File: src/rtl/qam_mapper_param.sv
// Runtime-selectable QPSK/16/64/256-QAM Gray mapper: serial bits in, signed I/Q levels
// out through a small first-word-fall-through queue with valid/ready handshake.
module qam_mapper_param #(
    parameter int unsigned MAX_BITS_PER_AXIS = 4,
    parameter int unsigned AMP_W             = 5,
    parameter int unsigned FIFO_DEPTH        = 4
) (
    input  logic                            data_clk,
    input  logic                            rst_n,
    input  logic                            enable,
    input  logic [1:0]                      mode,
    input  logic                            data_in,
    input  logic                            data_valid,
    input  logic                            sym_ready,
    output logic [AMP_W-1:0]                i_data,
    output logic [AMP_W-1:0]                q_data,
    output logic                            sym_valid,
    output logic                            mapping,
    output logic                            fifo_full,
    output logic [$clog2(FIFO_DEPTH):0]     fifo_level,
    output logic                            overflow,
    input  logic                            overflow_clr
);
    localparam int unsigned MAXB  = MAX_BITS_PER_AXIS;
    localparam int unsigned SR_W  = 2 * MAXB;
    localparam int unsigned CNT_W = $clog2(SR_W + 1);
    localparam int unsigned BPA_W = $clog2(MAXB + 1);
    localparam int unsigned PTR_W = $clog2(FIFO_DEPTH);
    localparam int unsigned LVL_W = $clog2(FIFO_DEPTH) + 1;

    // Bits per axis for a mode, capped at the synthesised maximum.
    function automatic logic [BPA_W-1:0] axis_bits(input logic [1:0] md);
        int unsigned n;
        n = 32'(md) + 32'd1;
        if (n > MAXB) n = MAXB;
        return BPA_W'(n);
    endfunction

    function automatic logic [MAXB-1:0] gray2bin(input logic [MAXB-1:0] g);
        logic [MAXB-1:0] b;
        b[MAXB-1] = g[MAXB-1];
        for (int i = int'(MAXB) - 2; i >= 0; i--) b[i] = b[i+1] ^ g[i];
        return b;
    endfunction

    // Level = 2b - (2^m - 1); modular arithmetic in AMP_W gives the signed result.
    function automatic logic [AMP_W-1:0] to_level(input logic [MAXB-1:0] g,
                                                  input logic [BPA_W-1:0] m);
        logic [AMP_W-1:0] peak;
        peak = (AMP_W'(1) << m) - AMP_W'(1);
        return (AMP_W'(gray2bin(g)) << 1) - peak;
    endfunction

    logic [CNT_W-1:0] cnt, cnt_n, cnt_inc, k_eff;
    logic [1:0]       mode_q, mode_n;
    logic [SR_W-1:0]  sr, sr_n, mask;
    logic [BPA_W-1:0] m_eff;
    logic [MAXB-1:0]  i_gray, q_gray;
    logic [AMP_W-1:0] new_i, new_q, head_i, head_q;
    logic [AMP_W-1:0] mem_i [FIFO_DEPTH];
    logic [AMP_W-1:0] mem_q [FIFO_DEPTH];
    logic [PTR_W-1:0] wr_ptr, rd_ptr, wr_n, rd_n;
    logic [LVL_W-1:0] level_n;
    logic             accept, complete, pop, push, drop, ovf_n;

    // Next-state: bit assembly, demap, queue bookkeeping.
    always_comb begin
        accept  = enable && data_valid;
        m_eff   = (cnt == '0) ? axis_bits(mode) : axis_bits(mode_q);
        k_eff   = CNT_W'({m_eff, 1'b0});
        sr_n    = accept ? {sr[SR_W-2:0], data_in} : sr;
        cnt_inc = cnt + CNT_W'(1);
        complete = accept && (cnt_inc == k_eff);
        cnt_n   = cnt;
        if (!enable)     cnt_n = '0;
        else if (accept) cnt_n = complete ? '0 : cnt_inc;
        mode_n  = (accept && cnt == '0) ? mode : mode_q;

        mask   = (SR_W'(1) << m_eff) - SR_W'(1);
        i_gray = MAXB'((sr_n >> m_eff) & mask);
        q_gray = MAXB'(sr_n & mask);
        new_i  = to_level(i_gray, m_eff);
        new_q  = to_level(q_gray, m_eff);

        pop     = sym_valid && sym_ready;
        drop    = complete && fifo_full && !pop;
        push    = complete && !drop;
        wr_n    = push ? wr_ptr + PTR_W'(1) : wr_ptr;
        rd_n    = pop  ? rd_ptr + PTR_W'(1) : rd_ptr;
        level_n = fifo_level + LVL_W'(push) - LVL_W'(pop);

        // A write landing on the new head slot is forwarded directly.
        head_i = i_data;
        head_q = q_data;
        if (level_n != '0) begin
            if (push && rd_n == wr_ptr) begin
                head_i = new_i;
                head_q = new_q;
            end else begin
                head_i = mem_i[rd_n];
                head_q = mem_q[rd_n];
            end
        end

        ovf_n = overflow;
        if (drop)              ovf_n = 1'b1;
        else if (overflow_clr) ovf_n = 1'b0;
    end

    always_ff @(posedge data_clk) begin
        if (!rst_n) begin
            cnt        <= '0;
            mode_q     <= '0;
            sr         <= '0;
            wr_ptr     <= '0;
            rd_ptr     <= '0;
            fifo_level <= '0;
            i_data     <= '0;
            q_data     <= '0;
            sym_valid  <= 1'b0;
            fifo_full  <= 1'b0;
            mapping    <= 1'b0;
            overflow   <= 1'b0;
        end else begin
            cnt        <= cnt_n;
            mode_q     <= mode_n;
            sr         <= sr_n;
            wr_ptr     <= wr_n;
            rd_ptr     <= rd_n;
            fifo_level <= level_n;
            i_data     <= head_i;
            q_data     <= head_q;
            sym_valid  <= (level_n != '0);
            fifo_full  <= (level_n == LVL_W'(FIFO_DEPTH));
            mapping    <= (cnt_n != '0);
            overflow   <= ovf_n;
        end
    end

    // Queue storage needs no reset; occupancy gates every read.
    always_ff @(posedge data_clk) begin
        if (push) begin
            mem_i[wr_ptr] <= new_i;
            mem_q[wr_ptr] <= new_q;
        end
    end
endmodule

File: config.mk
export PLATFORM = sky130hd
export DESIGN_NAME = qam_mapper_param
export DESIGN_NICKNAME = d
export VERILOG_FILES = /design/src/rtl/qam_mapper_param.sv
export SDC_FILE = /design/constraint.sdc
export NUM_CORES = 1
export LEC_CHECK = 0
export CORE_MARGIN = 2
export CORE_UTILIZATION = 30
export CTS_CLUSTER_DIAMETER = 40
export DETAILED_ROUTE_END_ITERATION = 10
export DONT_BUFFER_PORTS = 1
export SYNTH_ARGS = -nofsm -noshare
export SYNTH_HDL_FRONTEND = slang
export SYNTH_SLANG_ARGS = --single-unit
File: constraint.sdc
create_clock -name data_clk -period 5.5 [get_ports data_clk]
set_input_delay 1.1 -clock data_clk [delete_from_list [all_inputs] [get_ports data_clk]]
set_output_delay 1.1 -clock data_clk [all_outputs]
set_load 0.005 [all_outputs]
==> flow_metrics.tcl <==
set metrics [dict create \
    syn_area_um2 3940 \
    layout-drive-gt1-share_pct 15.7 \
    num_vias 2663 \
    grt_pass1_vias 2780 \
    design_area_um2 4520 \
    grt_overflow 0 \
    r2r_start "cnt[0]" \
    clock.fmax_mhz 197 \
    yosysTopAreaCell "edfxtp_1" \
    r2r_slack_ns 0.42 \
    wl_mm 8.42 \
    ctsHoldBuffers 0 \
    core_region_area_um2 12700 \
    die_w_um 119 \
    worst_slack_ns 0.418 \
    crit_path_max_fanout 6 \
    clk_path_buf_depth 2 \
    netlist_top_cells_count "edfxtp_1, dfxtp_1, nand2_1, mux2i_1, nor2_1" \
    period_needed_ns 5.08 \
    clk_latency_ns 0.34 \
    track_usage_pct 12.8 \
    grt_max_degree 30 \
    timing.final.crit_share_pct 92.4 \
    clkSinkCount 70 \
    finalSetupViolCount 0 \
    start_util_pct 31.0 \
    rr_endpoint "i_data[3]" \
    critPathRequiredTime_ns 5.78 \
    ios 26 \
    hold_class "register to register" \
    rr_worst_depth 22 \
    yosysTopAreaCellShare_pct 27.4 \
    fin_nets 397 \
    worst_pin_slew_ns 0.713 \
    syn_nets 385 \
    synth_cell_types 62 \
    clk_pin_slew_ns 0.06 \
    preCtsSetupSlack_ns 0.135 \
    dp_hpwl_mm 5.73 \
    yosysWarnings 0 \
    rsz0062_at_grt "false" \
    drt-initial-drc-count 107 \
    synth_flop_cell "edfxtp_1" \
    cp-startpoint "cnt[0]" \
    antenna_found_initial 0 \
    ant_nets 0 \
    cellPowerDensity_nw_per_um2 390 \
    status "completed" \
    leakage_nw 1.78 \
    syn_area_per_cell_um2 11.0 \
    fin_tns_setup_ns 0 \
    diodes 0 \
    placed_area_um2 4170 \
    cts_root_buf "clkbuf_16" \
    htreeDepth 3 \
    maxCapViolCount 0 \
    synth_edf_count 36 \
    peakVddDrop_mv 0.271 \
    port_buffers 0 \
    ys_seq_elements 70 \
    cts_buffers 9 \
    skew_ns 0.00652 \
    first_pass_iters 5 \
    critPathKind "register to register" \
    slew_violations 0 \
    die_h_um 119 \
    vias_per_cell 4.87 \
    endpoint "i_data[3]" \
    row_count 41 \
    final_util_pct 35.5 \
    syn_to_final_growth_pct 14.7 \
    syn_inst 358 \
    slew_headroom_pct 51.9 \
    synthArstFlopShare_pct 0 \
    timing_hold_violations_final 0 \
    wl_per_cell_um 15.4 \
    end_kind "register" \
    synthTopCellsByArea "edfxtp_1, dfxtp_1, mux2i_1" \
    die_area_um2 14100 \
    cts_tree "yes" \
    grt_first_pass_wirelength_mm 14.2 \
    crit_arrival_ns 5.36 \
    gp_congestion 0.839 \
    yosysSeqAreaShare_pct 44.7 \
    drc 0 \
    synth.most_common_cell "edfxtp_1" \
    start_kind "register" \
]
registers in the layout (all words and copies together) (netlist names):
register / flops
mapping: 1
overflow: 1
fifo_level: 3
cnt: 4
mem_i: 20
sym_valid: 1
i_data: 4
mem_q: 16
wr_ptr: 2
q_data: 5
mode_q: 2
rd_ptr: 2
sr: 8
fifo_full: 1
what timing repair did:
item | in CTS | in global routing
buffers inserted | 0 | 5
endpoints found under the setup margin | 0 | 6
resized for setup | 0 | 1
hold endpoints to repair | 0 | 0
cell families (layout without fill, tap and decap cells):
logic type | count (synthesis) | count (layout) | share of synthesized area (%)
simple gates | 104 | 104 | 13.6
flops | 70 | 70 | 44.7
compound gates | 65 | 65 | 11.5
mux | 44 | 44 | 14.4
buf+inv | 31 | 48 | 3.75
xor+xnor | 26 | 26 | 6.13
fa+ha+maj | 18 | 18 | 5.91
through the flow:
step / power [mW] / hold WS, ns / std cells
after floorplan: 1.06 / 0.476 / 358
after global placement: 1.17 / 0.499 / 526
after detailed placement: 1.19 / 0.511 / 526
after CTS: 1.78 / 0.514 / 542
after global routing: 1.88 / 0.566 / 547
final: 1.76 / 0.510 / 547
final cells by class:
type,instances,area (um2)
Multi-Input combinational cell,257,2040
Inverter,12,45.0
Sequential cell,70,1760
Clock inverter,6,68.8
Fill cell,1289,8200
Clock buffer,10,239
Tap cell,172,215
Timing Repair Buffer,20,150
worst max-delay path, stage by stage, from the launching register on:
cell,delay (ns)
dfxtp_1,0.36
inv_1,0.13
ha_1,0.16
nor3b_4,0.29
buf_4,0.18
mux2_4,0.30
nor2_1,0.17
nand2_1,0.08
ha_1,0.19
or4_4,0.54
and2_4,0.19
o211a_1,0.22
a211o_1,0.27
or2_2,0.31
xnor2_1,0.14
ha_1,0.31
a21o_1,0.17
a211o_1,0.28
o21ai_0,0.11
xnor2_1,0.26
mux2i_1,0.13
nand2_1,0.09
o211a_1,0.14
layer usage:
metal | share of wire, % | vias to the layer above | global-route usage [%] | wire, um
li1 | - | 1318 | - | -
met1 | 45 | 1287 | 15.7 | 3750
met2 | 50 | 50 | 21.0 | 4190
met3 | 4.6 | 8 | 3.96 | 391
met4 | 1.1 | 0 | 5.28 | 89
met5 | 0 | - | 0 | 0
worst min-delay path by stage:
stage | start | to | slack [ns] | depth (start not counted)
CTS | wr_ptr[1] | wr_ptr[1] | 0.51 | 2
detailed placement | wr_ptr[1] | wr_ptr[1] | 0.51 | 2
global route | i_data[1] | i_data[1] | 0.57 | 1
floorplan | wr_ptr[1] | wr_ptr[1] | 0.48 | 2
finish | wr_ptr[1] | wr_ptr[1] | 0.51 | 2
global placement | wr_ptr[1] | wr_ptr[1] | 0.50 | 2
where the power goes:
group	leakage (nW)	internal (mW)	switching [mW]
logic	1.03	0.225	0.283
clock network	0.149	0.365	0.222
registers	0.600	0.627	0.0420
cell usage in the layout (no fill, tap or decap), types with 14 or more instances in the layout:
cell type	instances
edfxtp_1	36
dfxtp_1	34
nand2_1	28
mux2i_1	27
nor2_1	21
buf_4	20
xnor2_1	17
ha_1	17
o21ai_0	14
Power figures use the tool's default switching activity.
